<file path="src/rtl/branch_cmp_sched.sv">
// Round-robin scheduler for two branch requesters sharing one comparator.
// Optional macro BR_SCHED_STATS_EN adds saturating taken/not-taken counters.
module branch_cmp_sched #(
    parameter int NREQ = 2
) (
    input  logic                  clk,
    input  logic                  rst,
    input  logic [NREQ-1:0]       req_valid,
    output logic [NREQ-1:0]       req_ready,
    input  logic [NREQ-1:0][2:0]  req_func3,
    input  logic [NREQ-1:0][31:0] req_rs1,
    input  logic [NREQ-1:0][31:0] req_rs2,
    input  logic [NREQ-1:0][31:0] req_pc,
    input  logic [NREQ-1:0][31:0] req_off,
    output logic                  res_valid,
    input  logic                  res_ready,
    output logic                  res_id,
    output logic                  res_taken,
    output logic [31:0]           res_target,
    output logic                  res_err
`ifdef BR_SCHED_STATS_EN
    ,
    output logic [15:0]           stat_taken,
    output logic [15:0]           stat_nottaken
`endif
);

    typedef enum logic [1:0] {
        IDLE = 2'd0,
        EVAL = 2'd1,
        RESP = 2'd2
    } state_t;

    state_t      state_r;
    state_t      next_s;
    logic [1:0]  grant_s;
    logic        accept_s;
    logic        gid_s;
    logic        last_r;
    logic        id_r;
    logic [2:0]  func3_r;
    logic [31:0] rs1_r;
    logic [31:0] rs2_r;
    logic [31:0] pc_r;
    logic [31:0] off_r;
    logic        taken_s;
    logic        err_s;
    logic [31:0] target_s;

    function automatic logic is_illegal(input logic [2:0] f);
        return (f == 3'b010) || (f == 3'b011);
    endfunction

    function automatic logic cmp_taken(input logic [2:0] f, input logic [31:0] a,
                                       input logic [31:0] b);
        logic t;
        case (f)
            3'b000:  t = (a == b);
            3'b001:  t = (a != b);
            3'b100:  t = ($signed(a) <  $signed(b));
            3'b101:  t = ($signed(a) >= $signed(b));
            3'b110:  t = (a <  b);
            3'b111:  t = (a >= b);
            default: t = 1'b0;
        endcase
        return t;
    endfunction

    // Grant selection: the requester not granted last wins a tie
    always_comb begin
        grant_s = 2'b00;
        if ((state_r == IDLE) && !rst) begin
            if (req_valid[0] && req_valid[1]) begin
                grant_s = last_r ? 2'b01 : 2'b10;
            end else if (req_valid[0]) begin
                grant_s = 2'b01;
            end else if (req_valid[1]) begin
                grant_s = 2'b10;
            end else begin
                grant_s = 2'b00;
            end
        end else begin
            grant_s = 2'b00;
        end
    end

    assign req_ready = grant_s;
    assign accept_s  = |grant_s;
    assign gid_s     = grant_s[1];

    // Next-state decode
    always_comb begin
        next_s = state_r;
        case (state_r)
            IDLE: begin
                if (accept_s) begin
                    next_s = EVAL;
                end else begin
                    next_s = IDLE;
                end
            end
            EVAL: next_s = RESP;
            RESP: begin
                if (res_ready) begin
                    next_s = IDLE;
                end else begin
                    next_s = RESP;
                end
            end
            default: next_s = IDLE;
        endcase
    end

    // Shared comparator and single target adder over the latched operands
    always_comb begin
        err_s    = is_illegal(func3_r);
        taken_s  = err_s ? 1'b0 : cmp_taken(func3_r, rs1_r, rs2_r);
        target_s = pc_r + (taken_s ? off_r : 32'd4);
    end

    // State register
    always_ff @(posedge clk) begin
        if (rst) begin
            state_r <= IDLE;
        end else begin
            state_r <= next_s;
        end
    end

    // Operand capture and round-robin history on request handshake
    always_ff @(posedge clk) begin
        if (rst) begin
            func3_r <= 3'd0;
            rs1_r   <= 32'd0;
            rs2_r   <= 32'd0;
            pc_r    <= 32'd0;
            off_r   <= 32'd0;
            id_r    <= 1'b0;
            last_r  <= 1'b1;
        end else if (accept_s) begin
            func3_r <= req_func3[gid_s];
            rs1_r   <= req_rs1[gid_s];
            rs2_r   <= req_rs2[gid_s];
            pc_r    <= req_pc[gid_s];
            off_r   <= req_off[gid_s];
            id_r    <= gid_s;
            last_r  <= gid_s;
        end
    end

    // Result registers: loaded in EVAL, held until the next evaluation
    always_ff @(posedge clk) begin
        if (rst) begin
            res_valid  <= 1'b0;
            res_id     <= 1'b0;
            res_taken  <= 1'b0;
            res_target <= 32'd0;
            res_err    <= 1'b0;
        end else if (state_r == EVAL) begin
            res_valid  <= 1'b1;
            res_id     <= id_r;
            res_taken  <= taken_s;
            res_target <= target_s;
            res_err    <= err_s;
        end else if ((state_r == RESP) && res_ready) begin
            res_valid  <= 1'b0;
        end
    end

`ifdef BR_SCHED_STATS_EN
    // Saturating outcome counters, illegal results excluded
    always_ff @(posedge clk) begin
        if (rst) begin
            stat_taken    <= 16'd0;
            stat_nottaken <= 16'd0;
        end else if ((state_r == RESP) && res_ready && !res_err) begin
            if (res_taken) begin
                if (stat_taken != 16'hFFFF) begin
                    stat_taken <= stat_taken + 16'd1;
                end
            end else begin
                if (stat_nottaken != 16'hFFFF) begin
                    stat_nottaken <= stat_nottaken + 16'd1;
                end
            end
        end
    end
`endif

endmodule

</file>
<file path="config.mk">
export PLATFORM = sky130hd
export DESIGN_NAME = branch_cmp_sched
export DESIGN_NICKNAME = d
export VERILOG_FILES = /design/src/rtl/branch_cmp_sched.sv
export SDC_FILE = /design/constraint.sdc
export NUM_CORES = 1
export LEC_CHECK = 0
export CAP_MARGIN = 40
export CORE_MARGIN = 3
export CORE_UTILIZATION = 47
export CTS_CLUSTER_SIZE = 40
export DETAILED_ROUTE_END_ITERATION = 8
export PLACE_DENSITY_LB_ADDON = 0.2
export RECOVER_POWER = 50
export SLEW_MARGIN = 0
export SYNTH_ARGS = -nofsm -noshare
export SYNTH_HDL_FRONTEND = slang
export SYNTH_SLANG_ARGS = --single-unit
</file>
<file path="constraint.sdc">
create_clock -name clk -period 6.01 [get_ports clk]
set_input_delay 1.202 -clock clk [delete_from_list [all_inputs] [get_ports clk]]
set_output_delay 1.202 -clock clk [all_outputs]
set_load 0.01 [all_outputs]
</file>
==> results of run 1 <==
worst max-delay path, stage by stage (launching register included):
cell,delay [ns]
dfxtp_1,0.33
inv_1,0.04
ha_1,0.31
a21oi_1,0.16
o21a_1,0.15
o22ai_1,0.08
o311a_1,0.43
or3_1,0.39
a311o_1,0.43
nor3_4,0.23
buf_4,0.18
and2_1,0.14
ha_1,0.28
a2111oi_0,0.43
o21ai_1,0.17
a32o_1,0.27
a41oi_1,0.40
a211o_1,0.25
o21ai_1,0.11
a221oi_2,0.34
xnor2_1,0.11
a211oi_1,0.21
sequential cells by signal, indices dropped and copies added, names as in the netlist:
signal      cells
func3_r         3
id_r            1
last_r          1
off_r          32
pc_r           32
res_err         1
res_id          1
res_taken       1
res_target     32
res_valid       1
rs1_r          32
rs2_r          32
state_r         2
synth_stat cells, types with 2 or more instances:
master	number
nor3b_1	3
o21bai_1	3
a31oi_1	2
nand3_1	15
o21ai_1	4
nor2_1	162
o211ai_1	4
ha_1	63
a2111oi_0	2
o21ai_0	24
a311oi_1	132
buf_2	3
a32o_1	2
xor2_1	5
mux2i_1	2
nor3_1	10
dfxtp_1	171
and2_1	31
xnor2_1	15
o22ai_1	2
or3_1	5
nand3b_1	12
inv_1	42
nand4_1	10
and3_1	5
or2_2	2
a211oi_1	10
nor2b_1	7
a21oi_1	65
a21o_1	11
clkbuf_1	84
o21a_1	8
nand2_1	318
o31ai_1	2
nand2b_1	14
timing repair:
action | in CTS | in global routing
buffers inserted | 0 | 2
hold buffers | 0 | 0
gates resized for setup | 0 | 2
endpoints found under the setup margin | 0 | 3
kinds of logic after synthesis:
| family | after synthesis | synth area share, % |
|---|---|---|
| flops | 171 | 35.7 |
| xor+xnor | 20 | 1.83 |
| buf+inv | 131 | 5.17 |
| compound gates | 280 | 21.5 |
| simple gates | 604 | 27.2 |
| fa+ha+maj | 64 | 8.43 |
| mux | 2 | 0.209 |
routing by layer:
metal / vias up / share of wire, % / wire length (um)
met4: 0 / 2.7 / 779
met2: 359 / 47 / 13600
met1: 4526 / 43 / 12400
met5: - / 0 / 0
met3: 47 / 7.2 / 2080
li1: 4965 / - / -
metrics by stage:
stage	hold WS [ns]	setup WS [ns]	instances	instance area, sq um	total power, mW
floorplan	0.432	1.09	1272	9590	1.78
global placement	0.438	0.469	1763	12700	2.11
detailed placement	0.445	0.315	1764	12800	2.13
CTS	0.454	0.279	1796	13300	3.20
global route	0.461	0.0268	1798	13300	3.35
finish	0.450	0.464	1798	13300	3.19
final cells by class:
type	instances	area, sq um	area share, %
inverter	43	164	1.23
timing repair buffer	317	3130	23.5
multi-input combinational	970	5710	42.8
tap	265	332	2.49
clock buffer	21	460	3.46
sequential	171	3420	25.7
clock inverter	11	109	0.817
worst max-delay path by stage:
stage | slack, ns | cells after the start | end | start
final | 0.46 | 21 | res_target[31]$_SDFFE_PP0P_ | rs2_r[11]$_SDFFE_PP0N_
after global routing | 0.03 | 23 | res_target[29]$_SDFFE_PP0P_ | rs2_r[11]$_SDFFE_PP0N_
after CTS | 0.28 | 22 | res_target[30]$_SDFFE_PP0P_ | rs2_r[11]$_SDFFE_PP0N_
after detailed placement | 0.32 | 22 | res_target[30]$_SDFFE_PP0P_ | rs2_r[11]$_SDFFE_PP0N_
after global placement | 0.47 | 22 | res_target[30]$_SDFFE_PP0P_ | rs2_r[11]$_SDFFE_PP0N_
after floorplan | 1.09 | 23 | res_target[30]$_SDFFE_PP0P_ | rs2_r[19]$_SDFFE_PP0N_
power breakdown:
part / leakage, nW / switching, mW / total [mW] / internal, mW
registers: 1.41 / 0.0636 / 1.30 / 1.24
logic: 3.66 / 0.404 / 0.814 / 0.410
clock network: 0.267 / 0.473 / 1.07 / 0.598
==> results_dict.tcl, run 1 <==
set metrics [dict create \
    ys_types 57 \
    syn_area_sq_um 9590 \
    cp.arrival_ns 5.87 \
    powerDensity_nw_per_um2 239 \
    regToRegSetupSlack_ns 0.46 \
    maxSlewViolCount 328 \
    drcViolationCount 0 \
    grt_setup_unrepaired "no" \
    path_max_fanout 8 \
    grt-busiest-layer "met2" \
    wl_per_cell_um 16.0 \
    rows 51 \
    insertion_delay_ns 0.42 \
    met2_usage_pct 42.0 \
    final_common_cell "nand2_1" \
    drtIter0Drc 477 \
    root_buffer "clkbuf_16" \
    routed_wl_um 28800 \
    p_leak_nw 5.33 \
    grtUsageTotal_pct 25.3 \
    synth_edf_count 0 \
    r2r_end "res_target[31]$_SDFFE_PP0P_" \
    grt_pass1_vias 9258 \
    min_from "res_target[8]$_SDFFE_PP0P_" \
    portBuffers 304 \
    avgSynthCellArea_sq_um 7.54 \
    drv_cap 2 \
    final_cell_mix "318 x nand2_1, 267 x clkdlybuf4s50_1, 171 x dfxtp_1, 162 x nor2_1, 132 x a311oi_1" \
    layout-drive-gt1-share_pct 3.65 \
    start_util_pct 48.6 \
    path_clk_slew_ns 0.07 \
    reg2regPathDepth 21 \
    worstReg2RegStart "rs2_r[11]$_SDFFE_PP0N_" \
    dieWidth_um 149 \
    synth_area_leaders "dfxtp_1 36%, nand2_1 12%, a311oi_1 12%" \
    antenna_found_initial 0 \
    holdPathEnd "res_target[8]$_SDFFE_PP0P_" \
    period_share_pct 92.3 \
    nNetsFinal 1851 \
    core_sq_um 19700 \
    clk_path_buf_depth 2 \
    met3_usage_pct 5.41 \
    routabilityCongestion 0.871 \
    netlist.area_leader.share_pct 35.7 \
    ios 305 \
    hpwl_um 21000 \
    cts_tree "yes" \
    max_freq_mhz 180 \
    clock_sinks 171 \
    overflow 0 \
    worstMarginPinSlew_ns 2.73 \
    dieArea_sq_um 22100 \
    syn_inst 1272 \
    cp-end-kind "flip-flop" \
    hold_viol_final 0 \
    syn_to_final_growth_pct 39.0 \
    diodes 0 \
    synthArstFlopShare_pct 0 \
    finalSetupTns_ns 0 \
    period_needed_ns 5.55 \
    drt_pass1_iterations 4 \
    grt_max_degree 265 \
    status "complete, but fails checks" \
    syn-num-nets 1603 \
    vias 9897 \
    finalSetupViolCount 0 \
    hold_path_depth 2 \
    yosysWarnings 0 \
    violations "capacitance limit, slew limit" \
    fp.dieH_um 149 \
    slew_headroom_pct -82.2 \
    fin_util_pct 67.6 \
    numCtsBuffers 17 \
    via_per_inst 5.50 \
    grt_first_pass_wirelength_um 45900 \
    htree_levels 4 \
    fillers 1654 \
    use_met1_pct 32.8 \
    ys_ff_latch 171 \
    worstHoldPathType "reg -> reg" \
    ys.flop_type "dfxtp_1" \
    skew_ns 0.00918 \
    yosysTopAreaCell "dfxtp_1" \
    antenna_left 0 \
    required_ns 6.33 \
    worstSetupPathType "reg -> reg" \
    seq_area_frac_synth_pct 35.7 \
    crit_path_start_kind "flip-flop" \
    irDropWorstVdd_uv 148 \
]
No activity file was read; power rests on OpenSTA's default activity.
==> run 2: changes to the inputs <==
Settings changed: GPL_ROUTABILITY_DRIVEN from default to 0.
==> results of run 2 <==
Same layout as run 1: the final DEF is identical, and so are final timing and power.
